### src/rtl/approx_cmp_error_monitor.sv
// Error-rate monitor for approximate comparators: scores apx EQ/GT/LT flags against
// exact unsigned comparison and accumulates saturating mismatch counts over a window.
module approx_cmp_error_monitor #(
    parameter int WIDTH  = 32,
    parameter int CNT_W  = 32,
    parameter int WINDOW = 1024
) (
    input  logic             clk,
    input  logic             rst_n,
    input  logic             start,
    input  logic             in_valid,
    output logic             in_ready,
    input  logic [WIDTH-1:0] a,
    input  logic [WIDTH-1:0] b,
    input  logic             apx_eq,
    input  logic             apx_gt,
    input  logic             apx_lt,
    output logic             busy,
    output logic             done,
    output logic [CNT_W-1:0] sample_cnt,
    output logic [CNT_W-1:0] err_eq_cnt,
    output logic [CNT_W-1:0] err_gt_cnt,
    output logic [CNT_W-1:0] err_lt_cnt,
    output logic [CNT_W-1:0] err_any_cnt
);
    typedef enum logic [1:0] {IDLE, RUN, DRAIN, DONE} state_t;

    localparam logic [CNT_W-1:0] LAST_IDX = CNT_W'(WINDOW - 1);

    state_t            state_reg;
    logic [CNT_W-1:0]  acc_cnt_reg;
    logic              accept;
    logic              clr;

    logic              s1_valid_reg;
    logic [WIDTH-1:0]  s1_a_reg;
    logic [WIDTH-1:0]  s1_b_reg;
    logic              s1_eq_reg, s1_gt_reg, s1_lt_reg;
    logic              mis_eq, mis_gt, mis_lt;

    logic              s2_valid_reg;
    logic              s2_eq_reg, s2_gt_reg, s2_lt_reg, s2_any_reg;
    logic [4:0]        inc;
    logic [5*CNT_W-1:0] cnt_flat;

    assign accept = in_valid && in_ready;
    // Pipeline is always empty in IDLE/DONE, so clearing here never drops a sample.
    assign clr    = start && (state_reg == IDLE || state_reg == DONE);

    always_ff @(posedge clk or negedge rst_n) begin
        if (!rst_n) begin
            state_reg   <= IDLE;
            in_ready    <= 1'b0;
            busy        <= 1'b0;
            done        <= 1'b0;
            acc_cnt_reg <= '0;
        end else begin
            case (state_reg)
                IDLE, DONE: begin
                    if (start) begin
                        state_reg   <= RUN;
                        in_ready    <= 1'b1;
                        busy        <= 1'b1;
                        done        <= 1'b0;
                        acc_cnt_reg <= '0;
                    end
                end
                RUN: begin
                    if (accept) begin
                        acc_cnt_reg <= acc_cnt_reg + 1'b1;
                        if (acc_cnt_reg == LAST_IDX) begin
                            state_reg <= DRAIN;
                            in_ready  <= 1'b0;
                        end
                    end
                end
                DRAIN: begin
                    if (!s1_valid_reg && !s2_valid_reg) begin
                        state_reg <= DONE;
                        busy      <= 1'b0;
                        done      <= 1'b1;
                    end
                end
                default: state_reg <= IDLE;
            endcase
        end
    end

    always_ff @(posedge clk or negedge rst_n) begin
        if (!rst_n) begin
            s1_valid_reg <= 1'b0;
            s1_a_reg     <= '0;
            s1_b_reg     <= '0;
            s1_eq_reg    <= 1'b0;
            s1_gt_reg    <= 1'b0;
            s1_lt_reg    <= 1'b0;
            s2_valid_reg <= 1'b0;
            s2_eq_reg    <= 1'b0;
            s2_gt_reg    <= 1'b0;
            s2_lt_reg    <= 1'b0;
            s2_any_reg   <= 1'b0;
        end else begin
            s1_valid_reg <= accept;
            if (accept) begin
                s1_a_reg  <= a;
                s1_b_reg  <= b;
                s1_eq_reg <= apx_eq;
                s1_gt_reg <= apx_gt;
                s1_lt_reg <= apx_lt;
            end
            s2_valid_reg <= s1_valid_reg;
            s2_eq_reg    <= mis_eq;
            s2_gt_reg    <= mis_gt;
            s2_lt_reg    <= mis_lt;
            s2_any_reg   <= mis_eq | mis_gt | mis_lt;
        end
    end

    assign mis_eq = s1_eq_reg != (s1_a_reg == s1_b_reg);
    assign mis_gt = s1_gt_reg != (s1_a_reg >  s1_b_reg);
    assign mis_lt = s1_lt_reg != (s1_a_reg <  s1_b_reg);

    // Counter order: sample, eq, gt, lt, any.
    assign inc = {s2_any_reg, s2_lt_reg, s2_gt_reg, s2_eq_reg, 1'b1};

    generate
        for (genvar gi = 0; gi < 5; gi++) begin : g_cnt
            logic [CNT_W-1:0] cnt_reg;
            always_ff @(posedge clk or negedge rst_n) begin
                if (!rst_n)
                    cnt_reg <= '0;
                else if (clr)
                    cnt_reg <= '0;
                else if (s2_valid_reg && inc[gi] && cnt_reg != {CNT_W{1'b1}})
                    cnt_reg <= cnt_reg + 1'b1;
            end
            assign cnt_flat[gi*CNT_W +: CNT_W] = cnt_reg;
        end
    endgenerate

    assign sample_cnt  = cnt_flat[0*CNT_W +: CNT_W];
    assign err_eq_cnt  = cnt_flat[1*CNT_W +: CNT_W];
    assign err_gt_cnt  = cnt_flat[2*CNT_W +: CNT_W];
    assign err_lt_cnt  = cnt_flat[3*CNT_W +: CNT_W];
    assign err_any_cnt = cnt_flat[4*CNT_W +: CNT_W];
endmodule

### config.mk
export PLATFORM = sky130hd
export DESIGN_NAME = approx_cmp_error_monitor
export DESIGN_NICKNAME = d
export VERILOG_FILES = /design/src/rtl/approx_cmp_error_monitor.sv
export SDC_FILE = /design/constraint.sdc
export NUM_CORES = 1
export LEC_CHECK = 0
export BUFFER_PORTS_ARGS = -buffer_cell sky130_fd_sc_hd__buf_2
export CORE_AREA = 2 2 178 180
export CTS_CLUSTER_DIAMETER = 60
export CTS_CLUSTER_SIZE = 8
export DETAILED_ROUTE_END_ITERATION = 6
export DIE_AREA = 0 0 180 182
export PLACE_DENSITY = 0.7
export REMOVE_ABC_BUFFERS = 1
export SYNTH_ARGS = -nofsm -noshare
export SYNTH_HDL_FRONTEND = slang
export SYNTH_SLANG_ARGS = --single-unit
### constraint.sdc
create_clock -name clk -period 5.53 [get_ports clk]
set_input_delay 1.106 -clock clk [delete_from_list [all_inputs] [get_ports clk]]
set_output_delay 1.106 -clock clk [all_outputs]
set_load 0.01 [all_outputs]
* Yosys cells after proc, flatten, opt, wreduce, memory -nomap -nowiden
Index checks and enable logic that the tools add are counted.
** Word-level totals
- Flip-flop bits (word level) :: 270
- Output and inout port bits :: 163
- Logic and storage cells :: 103
** Cells by class
- Add/sub/neg operators :: 6
- Magnitude comparators :: 2
- Eq/ne operators :: 17
- Muxes and demuxes :: 27
- Bitwise gates (word level) :: 2
- Reductions and logical operators :: 28
** Operators with widths (number)
- two-way mux 32 bit :: 12
- adder 32 x 1 -> 32 bit (second input constant) :: 6
- inequality test 32 bit (second input constant) :: 5
- one-hot mux 32 bit (2 select lines) :: 1
- == test 32 x 10 -> 1 bit (second input constant) :: 1
- == test 32 bit :: 1
- > comparator 32 bit :: 1
- < comparator 32 bit :: 1
- nonzero test 2 bit :: 7
- logical AND 1 bit :: 12
- two-way mux 2 bit :: 4
- inequality test 2 bit (second input constant) :: 4
- AND reduction 4 bit :: 2
- two-way mux 1 bit :: 6
- one-hot mux 1 bit (2 select lines) :: 3
- one-hot mux 2 bit (3 select lines) :: 1
- AND reduction 3 bit :: 2
- == test 2 bit (second input constant) :: 2
- inequality test 1 bit :: 3
- == test 2 x 1 -> 1 bit (second input constant) :: 1
- zero test 1 bit :: 2
- zero test 2 bit :: 1
- OR 1 bit :: 2
- OR reduction 2 bit :: 1
- logical OR 1 bit :: 1

* Depth between registers and ports, before layout
Gate-level depths: netlist of the first run.
- Depth after elaboration :: 4
- Mapped depth :: 9
- Gate-level depth less buffers :: 8

* Worst setup path before layout of the first run
No wires, ideal clock.
- Path kind :: in2reg
- Start :: input port in_valid
- End :: register acc_cnt_reg[24]
- Setup time :: 0.132 ns
- Arrival time :: 2.683 ns
- Setup slack :: 2.715 ns
- Cell stages on the path :: 7
- Path buffers :: 1
- Cells stage by stage :: nand2_1 -> a211o_1 -> clkbuf_1 -> nor4_1 -> nand4_1 -> xor2_1 -> nor2_1
** Between the ends
- Longest elaborated chain between the ends :: 3
** Ends and longest elaborated chain
- start, declared :: RTL line 11 : input logic in_valid,
- logical AND 1 bit :: RTL line 46 : assign accept = in_valid && in_ready;
- inequality test 2 bit (no line)
- AND reduction 3 bit (no line)
- end signal, assigned :: RTL line 70 : acc_cnt_reg <= acc_cnt_reg + 1'b1;
- end, declared :: RTL line 31 : logic [CNT_W-1:0] acc_cnt_reg;
Every way passes these cells.
A chain may end at the register's enable or synchronous reset.

* Final worst setup path of the first run
- Start :: register g_cnt[1].cnt_reg[3] (netlist: err_eq_cnt[3])
- End :: register g_cnt[1].cnt_reg[6] (netlist: err_eq_cnt[6])
** Between the ends
- Longest elaborated chain between the ends :: 3
** Ends and longest elaborated chain
- start, declared :: RTL line 128 : logic [CNT_W-1:0] cnt_reg;
- start signal, assigned :: RTL line 135 : cnt_reg <= cnt_reg + 1'b1;
- adder 32 x 1 -> 32 bit or inequality test 32 bit (tied branches) :: RTL line 135, 134
- two-way mux 32 bit or logical AND 1 bit (tied branches) :: RTL line 134 : else if (s2_valid_reg && inc[gi] && cnt_reg != {CNT_W{1'b1}})
- two-way mux 32 bit or nonzero test 2 bit (tied branches)
Several ways; a longest one is shown, not always the timed one. The select of a mux whose other input is x is not followed.

==> run summary, run 1 <==
==================================================================================================
Time the worst path needs with I/O delays and setup                                        3.21 ns
Final-layout setup total negative slack                                                       0 ns
Register-to-register setup slack                                                           2.32 ns
Hold Crit Endpoint                                                                    s2_valid_reg$_DFF_PN0_
Remaining antenna violation count                                                                0
Result of the run                                                                        completed
Primary FF master, synth                                                              sky130_fd_sc_hd__dfrtp_1
Final Worst Setup Slack                                                                    2.32 ns
Detail Placement HPWL                                                                     22400 um
Number of filler instances in the final layout                                                2787
Number of remaining DRC errors                                                                   0
Reg2Reg Capture Point                                                                 err_eq_cnt[6]$_DFFE_PN0P_
Number of global-route vias before repair                                                    10700
Number of antenna violations at the first check in global routing                                3
Router iterations before antenna repair                                                          5
Clock transition time at the flip-flop clock pins of the worst setup and hold paths        0.05 ns
Count of cells along the worst hold path                                                         0
Count of hold buffers inserted by post-cts repair                                                0
Clock latency on the worst-skew pair                                                       0.51 ns
Commonest cells after routing, fill and taps aside                                    sky130_fd_sc_hd__dfrtp_1 (270), sky130_fd_sc_hd__buf_2 (232), sky130_fd_sc_hd__nor2_1 (182), sky130_fd_sc_hd__nand2_1 (116), sky130_fd_sc_hd__xor2_1 (94)
Mapped Cells                                                                                  1404
Worst setup slack before clock tree synthesis                                              2.32 ns
Total clock buffers created by CTS                                                              39
Worst Skew                                                                               0.0211 ns
Number of synthesized flops with an enable pin                                                   0
DIE WIDTH                                                                                   180 um
Initial core utilization                                                                     44.1%
Critical path class                                                                     reg -> reg
Root Buffer Master                                                                    sky130_fd_sc_hd__clkbuf_16
Number of unique standard cell types used by synthesis                                          63
PD cells                                                                               317 nW/um^2
Routed via count divided by cell count                                                        5.47
#FFs+latches synth                                                                             270
Synthesis-to-finish area growth                                                              19.1%
Asr flop ratio synth                                                                          100%
Post-place instance area                                                                15200 um^2
Worst R2R Path Depth                                                                             6
Worst Max-Slew Pin Slew                                                                    1.10 ns
Total of cells resized after clock tree synthesis                                                0
Die outline height                                                                          182 um
Sequential element share of the synthesized area                                             49.5%
Final std cell area, no fill                                                            16300 um^2
Slew margin rel.                                                                             25.7%
Placeable core region                                                                   31000 um^2
Max H-tree Level                                                                                 2
Nature of the critical path endpoint                                                      register
Via count                                                                                    11200
Element type at the critical path start                                                   register
Data required time at the worst endpoint                                                   5.87 ns
Netlist area before placement                                                           13700 um^2
Number of clock sinks                                                                          270
Max frequency                                                                              312 MHz
RSZ-0062 raised after global routing                                                         false
Fraction of the cycle the final worst path needs                                             58.0%
Global-route wire length before repair                                                    54100 um
Max FO, Critical Path                                                                           16
Max Buffers Root-to-Sink                                                                         3
Reg-to-Reg Start                                                                      err_eq_cnt[3]$_DFFE_PN0P_
Path category of the worst min-delay check                                              reg -> reg
Worst min-delay path startpoint                                                       s1_valid_reg$_DFF_PN0_
Clock tree from TritonCTS                                                                     done
Pleak                                                                                   0.00763 uW
Num rows                                                                                        65
Average cell area after synthesis                                                        9.73 um^2
Overall routing resource usage                                                               19.6%
1st-iter DRT viols                                                                             599
Grt total ovfl                                                                                   0
I/O pin count                                                                                  234
Number of max-cap violations                                                                     0
Number of I/O port buffers                                                                     233
Wire length per cell after detailed routing                                                15.9 um
Arr. time, crit path                                                                       3.55 ns
Maximum number of pins on one net before global-route repair                                   159
Final hold violation count                                                                       0
Final number of max-transition violations                                                        0
# setup viols final                                                                              0
Die ar.                                                                                 32800 um^2
Number of warnings printed during yosys synthesis                                                0
Final routed wirelength across all metal layers                                           32400 um
Placer congestion estimate                                                                   0.855
Number of nets in the final layout                                                            1747
Number of buffers inserted to repair setup after CTS                                             0
Share of post-route cells with drive strength above 1                                        20.4%
Max IR drop VDD                                                                           0.298 mV
Most common cell after layout, fill and taps aside                                    sky130_fd_sc_hd__dfrtp_1
==================================================================================================
## power breakdown
group | internal (uW) | switching [uW]
combinational | 269 | 594
sequential | 2100 | 99.8
clock | 1280 | 812
## area by class of cell
cell class	instances	area [um^2]	share of cell area (%)
inverter	53	199	1.22
antenna	2	5.00	0.0308
clock buffer	41	1010	6.24
tap	402	503	3.09
sequential	270	6760	41.5
timing repair buffer	237	1230	7.57
clock inverter	2	25.0	0.154
multi-input combinational	1033	6530	40.2
## layer usage
metal / share of wire (%) / global-route usage (%) / wire, um / vias to the layer above
met5: 0.040 / 0 / 13 / -
met4: 2.6 / 6.08 / 839 / 2
met3: 6.6 / 4.47 / 2150 / 65
met2: 46 / 31.0 / 14800 / 320
met1: 45 / 27.0 / 14700 / 5393
li1: - / - / - / 5375
## cells in the mapped netlist (2+ instances only)
master                     count  area, um^2
sky130_fd_sc_hd__nor4_2        3        37.5
sky130_fd_sc_hd__nand4_1      63         394
sky130_fd_sc_hd__and4_1       24         210
sky130_fd_sc_hd__nand2b_1      6        37.5
sky130_fd_sc_hd__nand3_1      74         370
sky130_fd_sc_hd__and3_1       30         188
sky130_fd_sc_hd__nor2_1      183         687
sky130_fd_sc_hd__a22oi_1       2        15.0
sky130_fd_sc_hd__inv_1        52         195
sky130_fd_sc_hd__or3_1        27         169
sky130_fd_sc_hd__xor2_1       94         823
sky130_fd_sc_hd__mux2_2       35         394
sky130_fd_sc_hd__nand2_1     116         435
sky130_fd_sc_hd__o31ai_1       3        22.5
sky130_fd_sc_hd__clkbuf_1     41         154
sky130_fd_sc_hd__and2_1       12        75.1
sky130_fd_sc_hd__ha_1         42         526
sky130_fd_sc_hd__or2_2         5        31.3
sky130_fd_sc_hd__xnor2_1      61         534
sky130_fd_sc_hd__nand3b_1      2        15.0
sky130_fd_sc_hd__dfrtp_1     270        6760
sky130_fd_sc_hd__a31oi_1       4        25.0
sky130_fd_sc_hd__mux2i_1       7        70.1
sky130_fd_sc_hd__or4_4         2        22.5
sky130_fd_sc_hd__o21ai_0      75         375
sky130_fd_sc_hd__nor3_1       34         170
sky130_fd_sc_hd__a21oi_1      42         210
sky130_fd_sc_hd__nor4_1       24         150
sky130_fd_sc_hd__nor2b_1       8        50.1
sky130_fd_sc_hd__or4_1         7        52.6
sky130_fd_sc_hd__nor3b_1       5        37.5
sky130_fd_sc_hd__nor4b_1       6        52.6
sky130_fd_sc_hd__a211oi_1      5        37.5
sky130_fd_sc_hd__o211ai_1      6        45.0
sky130_fd_sc_hd__nand4b_1      2        17.5
sky130_fd_sc_hd__buf_1         5        18.8
## worst max-delay path, cell delays in order (launching register included)
cell and delay [ns]:
sky130_fd_sc_hd__dfrtp_1 0.43, sky130_fd_sc_hd__nand4_1 0.29, sky130_fd_sc_hd__nor3_1 0.68, sky130_fd_sc_hd__nand4_1 0.70, sky130_fd_sc_hd__o21ai_1 0.69, sky130_fd_sc_hd__or4_1 0.19
sky130_fd_sc_hd__a21oi_1 0.07
## cell families after synthesis
| family | Yosys count | share of synthesized area [%] |
|---|---|---|
| adders and majority gates | 42 | 3.85 |
| xor gates and xnor gates | 155 | 9.94 |
| buffers and inverters | 101 | 2.84 |
| and+or+nand+nor | 636 | 23.8 |
| AOI/OAI and AO/OA | 158 | 6.73 |
| DFF | 270 | 49.5 |
| muxes | 42 | 3.40 |
## how the worst max path moves through the flow
| stage | startpoint | end | slack [ns] | cells past startpoint |
|---|---|---|---|---|
| finish | err_eq_cnt[3]$_DFFE_PN0P_ | err_eq_cnt[6]$_DFFE_PN0P_ | 2.32 | 6 |
| global route | err_eq_cnt[3]$_DFFE_PN0P_ | err_eq_cnt[6]$_DFFE_PN0P_ | 2.14 | 6 |
| CTS | err_eq_cnt[3]$_DFFE_PN0P_ | err_eq_cnt[6]$_DFFE_PN0P_ | 2.44 | 6 |
| detailed placement | in_valid | acc_cnt_reg[31]$_DFFE_PN0P_ | 2.32 | 7 |
| global placement | in_valid | acc_cnt_reg[31]$_DFFE_PN0P_ | 2.35 | 7 |
| floorplan | start | err_eq_cnt[14]$_DFFE_PN0P_ | 1.30 | 3 |
## per-stage QoR
step | hold slack (ns) | total power (uW) | instances | util (%)
after floorplan | 0.370 | 2740 | 1356 | -
after global placement | 0.376 | 3070 | 1995 | 49.1
after detailed placement | 0.389 | 3100 | 1995 | 49.1
after CTS | 0.399 | 5240 | 2038 | 52.5
after global routing | 0.424 | 5430 | 2038 | 52.5
final | 0.397 | 5150 | 2040 | 52.5
Power figures use the tool's default switching activity.
==> run 2, diff against run 1 <==
- PLACE_DENSITY: 0.7 -> 0.73
- clock period: 5.53 -> 2.9 ns (I/O delays scaled with it)
==> run summary, run 2 (same netlist as run 1, synthesis figures left out) <==
==================================================================================================
Number of antenna violations at the first check in global routing                                3   unchanged
Net Switching                                                                              2830 uW   was 1510 uW
Share of the core filled with cells                                                          53.1%   was 52.5%
Pleak                                                                                   0.00775 uW   was 0.00763 uW
RSZ-0062 raised after global routing                                                         false   unchanged
Commonest cells after routing, fill and taps aside                                    sky130_fd_sc_hd__dfrtp_1 (270), sky130_fd_sc_hd__buf_2 (232), sky130_fd_sc_hd__nor2_1 (183), sky130_fd_sc_hd__nand2_1 (116), sky130_fd_sc_hd__xor2_1 (94)   was sky130_fd_sc_hd__dfrtp_1 (270), sky130_fd_sc_hd__buf_2 (232), sky130_fd_sc_hd__nor2_1 (182), sky130_fd_sc_hd__nand2_1 (116), sky130_fd_sc_hd__xor2_1 (94)
Final routed wirelength across all metal layers                                           32400 um   about the same
Fraction of the cycle the final worst path needs                                             90.1%   was 58.0%
Die outline height                                                                          182 um   unchanged
Max H-tree Level                                                                                 2   unchanged
Reg2Reg Capture Point                                                                 acc_cnt_reg[25]$_DFFE_PN0P_   was err_eq_cnt[6]$_DFFE_PN0P_
Cell breakdown of the critical path                                                   inv_1 > ha_1 > nor2b_1 > a211o_1 > or4_1 > buf_4 > or3_1 > a21oi_1   was nand4_1 > nor3_1 > nand4_1 > o21ai_1 > or4_1 > a21oi_1
Root Buffer Master                                                                    sky130_fd_sc_hd__clkbuf_16   unchanged
Clock network fraction of design power                                                       40.2%   was 40.6%
Router iterations before antenna repair                                                          5   unchanged
Overall routing resource usage                                                               19.8%   was 19.6%
Die ar.                                                                                 32800 um^2   unchanged
Num rows                                                                                        65   unchanged
Critical path destination                                                             acc_cnt_reg[25]$_DFFE_PN0P_   was err_eq_cnt[6]$_DFFE_PN0P_
Max frequency                                                                              383 MHz   was 312 MHz
1st-iter DRT viols                                                                             546   was 599
Most common cell after layout, fill and taps aside                                    sky130_fd_sc_hd__dfrtp_1   unchanged
Number of stages on the worst setup path                                                         8   was 6
Worst Max-Slew Pin Slew                                                                   0.886 ns   was 1.10 ns
Number of nets in the final layout                                                            1770   was 1747
Number of max-cap violations                                                                     0   unchanged
Initial core utilization                                                                     44.1%   unchanged
Clock latency on the worst-skew pair                                                       0.51 ns   about the same
Reg-to-Reg Start                                                                      state_reg[0]$_DFFE_PN0P_   was err_eq_cnt[3]$_DFFE_PN0P_
Number of remaining DRC errors                                                                   0   unchanged
Final hold violation count                                                                       0   unchanged
Nature of the critical path endpoint                                                      register   unchanged
I/O pin count                                                                                  234   unchanged
DIE WIDTH                                                                                   180 um   unchanged
PD cells                                                                               600 nW/um^2   was 317 nW/um^2
# setup viols final                                                                              0   unchanged
Element type at the critical path start                                                   register   unchanged
Kind of cell adding the most delay to the critical path                               simple AND/OR/NAND/NOR gates   unchanged
Combinational cell fraction of total power                                                   17.3%   was 16.7%
Register-to-register setup slack                                                           0.29 ns   was 2.32 ns
Maximum number of pins on one net before global-route repair                                   101   was 159
Time the worst path needs with I/O delays and setup                                        2.61 ns   was 3.21 ns
Wire length per cell after detailed routing                                                15.7 um   was 15.9 um
Switching portion of total power                                                             28.7%   was 29.2%
Final Worst Setup Slack                                                                   0.286 ns   was 2.32 ns
Internal Power                                                                             7040 uW   was 3650 uW
Max FO, Critical Path                                                                            7   was 16
Worst setup slack before clock tree synthesis                                             0.292 ns   was 2.32 ns
Max Buffers Root-to-Sink                                                                         3   unchanged
Remaining antenna violation count                                                                0   unchanged
Final number of max-transition violations                                                        0   unchanged
Clock transition time at the flip-flop clock pins of the worst setup and hold paths        0.05 ns   about the same
Worst Skew                                                                               0.0190 ns   was 0.0211 ns
Total clock buffers created by CTS                                                              39   unchanged
Via count                                                                                    11200   unchanged
Synthesis-to-finish area growth                                                              20.5%   was 19.1%
Placeable core region                                                                   31000 um^2   unchanged
Critical path class                                                                     reg -> reg   unchanged
Share of post-route cells with drive strength above 1                                        21.2%   was 20.4%
Grt total ovfl                                                                                   0   unchanged
Critical-path top delay cell                                                          sky130_fd_sc_hd__or4_1   was sky130_fd_sc_hd__nand4_1
Crit path buf inv count                                                                          2   was 0
Timing startpoint of the critical path                                                state_reg[0]$_DFFE_PN0P_   was err_eq_cnt[3]$_DFFE_PN0P_
Routed via count divided by cell count                                                        5.41   was 5.47
Placer congestion estimate                                                                   0.815   was 0.855
Relative contribution of sequential cells to total power                                     42.5%   was 42.6%
Detail Placement HPWL                                                                     23100 um   was 22400 um
Number of clock sinks                                                                          270   unchanged
Delay contributed by the slowest stage of the critical path                                0.59 ns   was 0.70 ns
Clock tree from TritonCTS                                                                     done   unchanged
Number of I/O port buffers                                                                     233   unchanged
Worst R2R Path Depth                                                                             8   was 6
Path category of the worst min-delay check                                               in -> reg   was reg -> reg
Number of global-route vias before repair                                                    10900   was 10700
Arr. time, crit path                                                                       3.04 ns   was 3.55 ns
Result of the run                                                                        completed   unchanged
Number of inserted diodes                                                                        0   was 2
Slew margin rel.                                                                             40.6%   was 25.7%
Max IR drop VDD                                                                           0.477 mV   was 0.298 mV
Number of buffers inserted to repair setup after CTS                                             0   unchanged
Data required time at the worst endpoint                                                   3.33 ns   was 5.87 ns
Global-route wire length before repair                                                    54400 um   was 54100 um
==================================================================================================
run 2: cell count changes in the layout (fill, tap and decap cells not counted), moves of 2 or more:
cell | before | now
sky130_fd_sc_hd__buf_4 | 2 | 21
sky130_fd_sc_hd__clkbuf_1 | 0 | 2
sky130_fd_sc_hd__buf_12 | 2 | 5
sky130_fd_sc_hd__diode_2 | 2 | 0
run 2: tightest hold or removal path, stage by stage:
cell and delay (ns):
sky130_fd_sc_hd__buf_2 0.08, sky130_fd_sc_hd__nand2_1 0.03, sky130_fd_sc_hd__o21ai_0 0.06
run 2: cell type report:
class / count / area (um^2)
Tap cell: 402 / 503
Sequential cell: 270 / 6760
Timing Repair Buffer: 260 / 1440
Inverter: 53 / 199
Multi-Input combinational cell: 1033 / 6530
Clock buffer: 43 / 1030
Fill cell: 2776 / 14500
run 2: per-layer routing:
| metal | vias to the layer above | share of wire [%] | wire (um) | global-route usage (%) |
|---|---|---|---|---|
| met5 | - | 0.083 | 27 | 0 |
| met1 | 5383 | 44 | 14200 | 25.8 |
| met3 | 60 | 5.8 | 1870 | 4.47 |
| met2 | 301 | 48 | 15500 | 32.8 |
| met4 | 4 | 2.5 | 824 | 6.08 |
| li1 | 5407 | - | - | - |
run 2: worst min path at each step:
| stage | end | cells after the start | startpoint |
|---|---|---|---|
| 2_1_floorplan | acc_cnt_reg[0]$_DFFE_PN0P_ | 0 | rst_n |
| 3_3_place_gp | s2_valid_reg$_DFF_PN0_ | 0 | s1_valid_reg$_DFF_PN0_ |
| 4_1_cts | s1_b_reg[19]$_DFFE_PN0P_ | 3 | b[19] |
| 5_1_grt | s1_b_reg[19]$_DFFE_PN0P_ | 3 | b[19] |
| 3_5_place_dp | s2_valid_reg$_DFF_PN0_ | 0 | s1_valid_reg$_DFF_PN0_ |
| 6_report | s1_b_reg[19]$_DFFE_PN0P_ | 3 | b[19] |
run 2: power by group through the flow:
stage / combinational, uW / sequential, uW / clock (uW)
global placement: 1690 / 4250 / 0
detailed placement: 1720 / 4260 / 0
finish: 1710 / 4200 / 3970
CTS: 1740 / 4200 / 4090
floorplan: 977 / 4250 / 0
global route: 1920 / 4230 / 4270
run 2: per-stage QoR:
stage	hold WS (ns)	std cells	total power (uW)	TNS, ns	instance area [um^2]
after floorplan	0.284	1356	5230	-136.85	13500
after global placement	0.386	2017	5940	0	15400
after detailed placement	0.396	2017	5980	0	15400
after CTS	0.254	2061	10000	0	16500
after global routing	0.262	2061	10400	0	16500
final	0.278	2061	9880	0	16500
run 2: what timing repair did:
item | in CTS | in global routing
endpoints found under the hold margin | 29 | 0
hold buffers | 1 | 0
resized for setup | 0 | 0
==> run 3, diff against run 2 <==
- CELL_PAD_IN_SITES_DETAIL_PLACEMENT: not set -> 1
- CELL_PAD_IN_SITES_GLOBAL_PLACEMENT: not set -> 1
- CORE_AREA: 2 2 178 180 -> 2 2 191 193
- DIE_AREA: 0 0 180 182 -> 0 0 193 195
- PLACE_DENSITY: 0.73 -> 0.8
==> run summary, run 3 (same netlist as run 1, synthesis figures left out) <==
==================================================================================================
Max IR drop VDD                                                                           0.423 mV   was 0.477 mV
Number of max-cap violations                                                                     0   unchanged
1st-iter DRT viols                                                                             440   was 546
Number of global-route vias before repair                                                    12400   was 10900
Final hold violation count                                                                       0   unchanged
PD cells                                                                               613 nW/um^2   was 600 nW/um^2
Number of filler instances in the final layout                                                4070   was 2776
Clock latency on the worst-skew pair                                                       0.52 ns   was 0.51 ns
Synthesis-to-finish area growth                                                              21.6%   was 20.5%
Net Switching                                                                              3030 uW   was 2830 uW
Element type at the critical path start                                                   register   unchanged
I/O pin count                                                                                  234   unchanged
Share of post-route cells with drive strength above 1                                        21.7%   was 21.2%
Result of the run                                                                        completed   unchanged
Commonest cells after routing, fill and taps aside                                    sky130_fd_sc_hd__dfrtp_1 (270), sky130_fd_sc_hd__buf_2 (232), sky130_fd_sc_hd__nor2_1 (183), sky130_fd_sc_hd__nand2_1 (116), sky130_fd_sc_hd__xor2_1 (94)   unchanged
Clock network fraction of design power                                                       41.2%   was 40.2%
Die ar.                                                                                 37600 um^2   was 32800 um^2
Routed via count divided by cell count                                                        5.42   was 5.41
DIE WIDTH                                                                                   193 um   was 180 um
Combinational cell fraction of total power                                                   17.4%   was 17.3%
Max Buffers Root-to-Sink                                                                         3   unchanged
Worst Skew                                                                               0.0135 ns   was 0.0190 ns
Count of hold buffers inserted by post-cts repair                                                0   was 1
Critical path class                                                                     reg -> reg   unchanged
Max frequency                                                                              364 MHz   was 383 MHz
Number of buffers inserted to repair setup after CTS                                             0   unchanged
# setup viols final                                                                              0   unchanged
Placeable core region                                                                   35400 um^2   was 31000 um^2
Most common cell after layout, fill and taps aside                                    sky130_fd_sc_hd__dfrtp_1   unchanged
Pleak                                                                                   0.00780 uW   was 0.00775 uW
Number of clock sinks                                                                          270   unchanged
Critical-path top delay cell                                                          sky130_fd_sc_hd__or4_1   unchanged
Maximum number of pins on one net before global-route repair                                   101   unchanged
Path category of the worst min-delay check                                             in -> async   was in -> reg
Die outline height                                                                          195 um   was 182 um
Clock tree from TritonCTS                                                                     done   unchanged
Internal Power                                                                             7160 uW   was 7040 uW
Switching portion of total power                                                             29.7%   was 28.7%
Wire length per cell after detailed routing                                                18.1 um   was 15.7 um
Final std cell area, no fill                                                            16600 um^2   was 16500 um^2
Worst setup slack before clock tree synthesis                                             0.205 ns   was 0.292 ns
Global-route wire length before repair                                                    63800 um   was 54400 um
Worst Max-Slew Pin Slew                                                                   0.918 ns   was 0.886 ns
Seq. cell area                                                                           6760 um^2   unchanged
Cell breakdown of the critical path                                                   inv_1 > ha_1 > nor2b_1 > a211o_1 > or4_1 > buf_4 > or3_1 > a21oi_1   unchanged
Number of nets in the final layout                                                            1775   was 1770
Clock transition time at the flip-flop clock pins of the worst setup and hold paths        0.05 ns   about the same
Slew margin rel.                                                                             38.5%   was 40.6%
Post-place instance area                                                                15500 um^2   was 15400 um^2
Overall routing resource usage                                                               20.7%   was 19.8%
Final Worst Setup Slack                                                                   0.156 ns   was 0.286 ns
Number of remaining DRC errors                                                                   0   unchanged
Num rows                                                                                        69   was 65
Final routed wirelength across all metal layers                                           38500 um   was 32400 um
Max H-tree Level                                                                                 2   unchanged
Time the worst path needs with I/O delays and setup                                        2.74 ns   was 2.61 ns
Power consumption                                                                         10200 uW   was 9880 uW
Root Buffer Master                                                                    sky130_fd_sc_hd__clkbuf_16   unchanged
Delay contributed by the slowest stage of the critical path                                0.57 ns   was 0.59 ns
Nature of the critical path endpoint                                                      register   unchanged
Arr. time, crit path                                                                       3.17 ns   was 3.04 ns
Total of cells resized after clock tree synthesis                                                0   unchanged
Via count                                                                                    11500   was 11200
Number of antenna violations at the first check in global routing                                3   unchanged
Fraction of the cycle the final worst path needs                                             94.6%   was 90.1%
Data required time at the worst endpoint                                                   3.33 ns   about the same
Remaining antenna violation count                                                                0   unchanged
Final-layout setup total negative slack                                                       0 ns   unchanged
Initial core utilization                                                                     38.6%   was 44.1%
Max FO, Critical Path                                                                            8   was 7
Number of I/O port buffers                                                                     233   unchanged
RSZ-0062 raised after global routing                                                         false   unchanged
Grt total ovfl                                                                                   0   unchanged
Final number of max-transition violations                                                        0   unchanged
Placer congestion estimate                                                                   0.828   was 0.815
Total clock buffers created by CTS                                                              40   was 39
Router iterations before antenna repair                                                          6   was 5
Relative contribution of sequential cells to total power                                     41.3%   was 42.5%
Combined area of the multi-input logic cells                                             6530 um^2   unchanged
Detail Placement HPWL                                                                     27300 um   was 23100 um
==================================================================================================
==> run 3: area by class of cell <==
cell class,instances,area share (%)
antenna,1,0.0151
clock buffer,45,6.45
clock inverter,2,0.151
inverter,53,1.20
multi-input combinational,1033,39.3
sequential,270,40.7
tap,461,3.47
timing repair buffer,264,8.78
==> run 3: power by group through the flow <==
stage	clock network [uW]	registers (uW)	logic, uW
floorplan	0	4250	977
global placement	0	4250	1730
detailed placement	0	4270	1800
CTS	4350	4210	1820
global route	4480	4240	2020
finish	4200	4210	1780
==> run 3: worst max-delay path, delay by kind of cell, from the launching register on <==
kind,cells,cell delay [ns]
and+or+nand+nor,3,1.13
AOI/OAI and AO/OA,2,0.49
adders and majority gates,1,0.39
DFF,1,0.37
buffers and inverters,2,0.28
==> run 3: worst paths after layout <==
check | from | depth (start not counted) | to | slack [ns]
setup / recovery | state_reg[0]$_DFFE_PN0P_ | 8 | acc_cnt_reg[29]$_DFFE_PN0P_ | 0.16
hold / removal | rst_n | 1 | sample_cnt[15]$_DFFE_PN0P_ | 0.07
setup reg to reg | state_reg[0]$_DFFE_PN0P_ | 8 | acc_cnt_reg[29]$_DFFE_PN0P_ | 0.16
hold reg to reg | s1_valid_reg$_DFF_PN0_ | 0 | s2_valid_reg$_DFF_PN0_ | 0.39
max in group asynchronous | rst_n | 2 | s1_a_reg[12]$_DFFE_PN0P_ | 1.96
min in group clk | b[13] | 3 | s1_b_reg[13]$_DFFE_PN0P_ | 0.27
==> run 3: per-stage QoR <==
stage          hold slack, ns  cells  utilization, %
2_1_floorplan           0.284   1356               -
3_3_place_gp            0.377   2081            43.8
3_5_place_dp            0.384   2081            43.8
4_1_cts                0.0956   2128            46.9
5_1_grt                 0.114   2128            46.9
6_report               0.0688   2129            46.9
==> run 3: per-layer routing <==
layer	global-route usage [%]	vias to the layer above	wire (um)
li1	-	5416	-
met1	25.6	5785	16400
met2	35.5	253	18800
met3	4.71	79	2190
met4	6.76	2	1130
met5	0	-	11
